$ cat src/rtl/stack_unit.sv
// Hardware LIFO stack of 8-bit entries with registered pop data and pointer/status outputs.
// Optional sticky overflow/underflow flags are built in when STACK_ERR_FLAGS_EN is defined.
module stack_unit #(
  parameter int unsigned DEPTH = 16,
  parameter int unsigned PTRW  = 5
) (
  input  logic       clk,
  input  logic       Reset,
  input  logic       StackWrite,
  input  logic       StackRead,
  input  logic [7:0] StackDatain,
  output logic [7:0] StackDataout,
  output logic       StackValid,
  output logic [7:0] StackAddress,
  output logic       StackFull,
  output logic       StackEmpty,
  output logic       StackOvf,
  output logic       StackUnf
);

  typedef enum logic [1:0] {StEmpty, StPartial, StFull} state_e;

  state_e            state_q, state_d;
  logic [PTRW-1:0]   sp_q, sp_d;
  logic [7:0]        data_q, data_d;
  logic              valid_q, valid_d;
  logic [7:0]        mem_q [DEPTH];

  logic              wr_en;
  logic [PTRW-2:0]   wr_idx;
  logic [PTRW-1:0]   sp_p1, sp_m1;
  logic [PTRW-2:0]   top_idx;

  assign sp_p1   = sp_q + PTRW'(1);
  assign sp_m1   = sp_q - PTRW'(1);
  assign top_idx = sp_m1[PTRW-2:0];

  always_comb begin
    state_d = state_q;
    sp_d    = sp_q;
    data_d  = data_q;
    valid_d = 1'b0;
    wr_en   = 1'b0;
    wr_idx  = sp_q[PTRW-2:0];
    if (StackWrite && StackRead && state_q != StEmpty) begin
      // Replace-top: old top goes out, new value takes its slot, SP unchanged.
      data_d  = mem_q[top_idx];
      wr_en   = 1'b1;
      wr_idx  = top_idx;
      valid_d = 1'b1;
    end else if (StackWrite && state_q != StFull) begin
      // Also covers push+pop while empty: the pop half is simply dropped.
      wr_en   = 1'b1;
      sp_d    = sp_p1;
      state_d = (sp_p1 == PTRW'(DEPTH)) ? StFull : StPartial;
    end else if (StackRead && !StackWrite && state_q != StEmpty) begin
      data_d  = mem_q[top_idx];
      sp_d    = sp_m1;
      valid_d = 1'b1;
      state_d = (sp_m1 == '0) ? StEmpty : StPartial;
    end
  end

  always_ff @(posedge clk or negedge Reset) begin
    if (!Reset) begin
      state_q <= StEmpty;
      sp_q    <= '0;
      data_q  <= 8'h00;
      valid_q <= 1'b0;
    end else begin
      state_q <= state_d;
      sp_q    <= sp_d;
      data_q  <= data_d;
      valid_q <= valid_d;
    end
  end

  // Storage is deliberately not reset; SP guards against reading stale entries.
  always_ff @(posedge clk) begin
    if (wr_en) begin
      mem_q[wr_idx] <= StackDatain;
    end
  end

`ifdef STACK_ERR_FLAGS_EN
  logic ovf_q, unf_q;
  logic ovf_set, unf_set;

  assign ovf_set = StackWrite && !StackRead && state_q == StFull;
  assign unf_set = StackRead && state_q == StEmpty;

  always_ff @(posedge clk or negedge Reset) begin
    if (!Reset) begin
      ovf_q <= 1'b0;
      unf_q <= 1'b0;
    end else begin
      ovf_q <= ovf_q | ovf_set;
      unf_q <= unf_q | unf_set;
    end
  end

  assign StackOvf = ovf_q;
  assign StackUnf = unf_q;
`else
  assign StackOvf = 1'b0;
  assign StackUnf = 1'b0;
`endif

  assign StackDataout = data_q;
  assign StackValid   = valid_q;
  assign StackAddress = 8'(sp_q);
  assign StackEmpty   = (state_q == StEmpty);
  assign StackFull    = (state_q == StFull);

endmodule

$ cat config.mk
export PLATFORM = sky130hd
export DESIGN_NAME = stack_unit
export DESIGN_NICKNAME = d
export VERILOG_FILES = /design/src/rtl/stack_unit.sv
export SDC_FILE = /design/constraint.sdc
export NUM_CORES = 1
export LEC_CHECK = 0
export ABC_AREA = 1
export CAP_MARGIN = 25
export CORE_MARGIN = 2
export CORE_UTILIZATION = 35
export DETAILED_ROUTE_END_ITERATION = 12
export HOLD_SLACK_MARGIN = 0.05
export PLACE_DENSITY = 0.62
export SLEW_MARGIN = 25
export SYNTH_ARGS = -nofsm -noshare
export SYNTH_HDL_FRONTEND = slang
export SYNTH_SLANG_ARGS = --single-unit
export TNS_END_PERCENT = 30
$ cat constraint.sdc
create_clock -name clk -period 3.25 [get_ports clk]
set_input_delay 0.65 -clock clk [delete_from_list [all_inputs] [get_ports clk]]
set_output_delay 0.65 -clock clk [all_outputs]
set_load 0.005 [all_outputs]
==> impl_metrics.toml <==
[sta]
period_share = 0.824
fin_tns_setup_ns = 0
whs_ns = 0.481
finClkSkew_ns = 0.00714
hold_violations = 0
rsz0062_at_grt = "no"
setup_viol_count_final = 0
finalCriticalPeriod_ns = 2.68
drv_slew = 0
worstMarginPinSlew_ns = 0.924
max-slew-margin-rel = 0.383
max_freq_mhz = 373

[yosys]
synth-seq-area-share = 0.649
synth_compound_area_frac = 0.0119
syn-mean-instance-area_um2 = 9.73
yosys_warnings = 0
synth-simple-area-share = 0.220
synthAdderAreaFrac = 0.00766
synthArstFlopShare = 0.111
synth_xor_area_frac = 0.0130
muxShareOfSynthArea = 0
synth.largest_area_cell = "edfxtp_1"
synth.top_cell.area_share = 0.588
synth_edf_count = 128
postSynthCellCount = 672
ys.flop_type = "edfxtp_1"
ys_types = 26
synth_area_leaders = "edfxtp_1 59%, nand2_1 11%, nand3_1 8.7%"
synth_top_family_by_area = "simple AND/OR/NAND/NOR gates"
ys_ff_latch = 144
synthesis.area_um2 = 6540

[setup_path]
rrSetupSlack_ns = 0.59
cpPeakStageDelay_ns = 0.64
crit_type = "reg -> out"
endpoint_kind = "output pin"
cp-start-kind = "register"
regToRegEndpoint = "mem_q[10][2]$_DFFE_PP_"
crit_path_top_delay_cell = "clkdlybuf4s50_1"
path_max_fanout = 70
worstRegToRegCells = 8
path_cells = "buf_4 -> clkdlybuf4s50_1"
crit_arrival_ns = 2.03
crit-reg2reg-launch = "sp_q[1]$_DFFE_PN0P_"
required_ns = 2.60

[clock_tree]
clock_path_buffers = 2
postCtsSetupBuffers = 0
clock-root-buffer = "clkbuf_16"
cts_buffers = 17
htree_levels = 4
post_cts_resized = 0
cts_hold_buf = 0
cts.clk_slew.worst_paths_ns = 0.06
clock_latency_ns = 0.43
tritoncts = "yes"
clock-sinks = 144

[floorplan]
dieArea_um2 = 19800
core_um2 = 18100
rows = 49
start_util = 0.360
io_pins = 33
fp.dieW_um = 141
dieHeight_um = 141

[routing]
wl_um = 15000
ant_nets = 0
routed_via_density = 4.72
wl_per_cell_um = 15.7
dr.pass1.iters = 5
drt_iter0_drc = 333
via_count = 4505
drc = 0

[final_layout]
stdcell_count = 955
area_delta_synth_final_pct = 17.8
diodes = 0
postLayoutCoreUtil = 0.424
drive_above_1_share = 0.0840
layout_commonest_cell = "nand2_1"
final_nets = 729
final_cell_mix = "199 x nand2_1, 128 x edfxtp_1, 123 x inv_1, 114 x nand3_1, 28 x nor2_1"

[run]
drv_cap = 0

[global_route]
grt_pass1_wl_um = 23300
grt.total_usage = 0.159
grt_start_max_net_pins = 71
grt_pass1_vias = 4379
grt_overflow = 0
antenna_found_initial = 0

[status]
status = "finished, final reports clean"

[placement]
gp_congestion = 0.846
hpwl_um = 9410
port_buffers = 27
dp_cells = 923

[worst_hold_path]
hold_path_end = "StackDataout[6]$_DFFE_PN0P_"
min_path_cells = 2
min-delay-start = "StackDataout[6]$_DFFE_PN0P_"
hp-class = "reg -> reg"

[power]
p_leak_nw = 3.39
p_per_area_nw_per_um2 = 973
vdd_drop_max_mv = 0.480
[area by class of cell]
cell class,instances,area [um^2]
Fill cell,1759,10400
Sequential cell,144,4250
Multi-Input combinational cell,374,1670
Clock buffer,25,539
Inverter,127,477
Timing Repair Buffer,49,435
Tap cell,229,287
Clock inverter,7,43.8
[per-layer routing]
| metal | GRT usage | up-vias | share of wire |
|---|---|---|---|
| met5 | 0 | - | 0 |
| met4 | 0.0647 | 0 | 0.020 |
| met3 | 0.0391 | 25 | 0.053 |
| met2 | 0.263 | 133 | 0.48 |
| met1 | 0.202 | 2134 | 0.45 |
| li1 | - | 2213 | - |
[how the worst max path moves through the flow]
| stage | start | to |
|---|---|---|
| 3_3_place_gp | StackRead | mem_q[4][4]$_DFFE_PP_ |
| 4_1_cts | sp_q[0]$_DFFE_PN0P_ | StackAddress[0] |
| 2_1_floorplan | sp_q[0]$_DFFE_PN0P_ | mem_q[0][0]$_DFFE_PP_ |
| 6_report | sp_q[0]$_DFFE_PN0P_ | StackAddress[0] |
| 3_5_place_dp | StackRead | mem_q[5][1]$_DFFE_PP_ |
| 5_1_grt | sp_q[1]$_DFFE_PN0P_ | mem_q[8][0]$_DFFE_PP_ |
[registers in the layout, summed over array words and instances (netlist names)]
signal and count:
StackDataout 8, StackValid 1, mem_q 128, sp_q 5, state_q 2
[cell usage after synthesis, types with 2 or more instances]
master and count:
nand4_1 2, inv_1 123, ha_1 4, inv_2 3, o21ai_2 2, buf_2 13
xor2_1 5, o21ai_1 4, edfxtp_1 128, nor2_1 28, o21ai_0 4, nand2_1 199
dfrtp_1 16, clkbuf_1 10, buf_4 7, nand3_1 114
[per-stage QoR]
step           instance area, um^2  total power, W  worst slack (ns)
3_3_place_gp                  7120         0.00561             0.586
3_5_place_dp                  7120         0.00564             0.559
4_1_cts                       7700         0.00753             0.533
6_report                      7700         0.00749             0.572
5_1_grt                       7700         0.00795             0.373
2_1_floorplan                 6550         0.00457             0.698
[worst max-delay path, delay by kind of cell, from the launching register on]
family                 cells  cell delay [ns]
buffers and inverters      2             1.24
DFF                        1             0.36
[report_power, final]
part	internal, W	switching (W)
registers	0.00233	0.000127
clock network	0.00115	0.000721
logic	0.00101	0.00215
[kinds of logic (layout without fill, tap and decap cells)]
logic type | after synthesis | count (layout)
simple gates | 344 | 344
buf+inv | 158 | 208
flops | 144 | 144
compound gates | 13 | 13
xor+xnor | 8 | 8
fa+ha+maj | 4 | 4
other cells | 1 | 5
(Power assumes the default switching activity.)
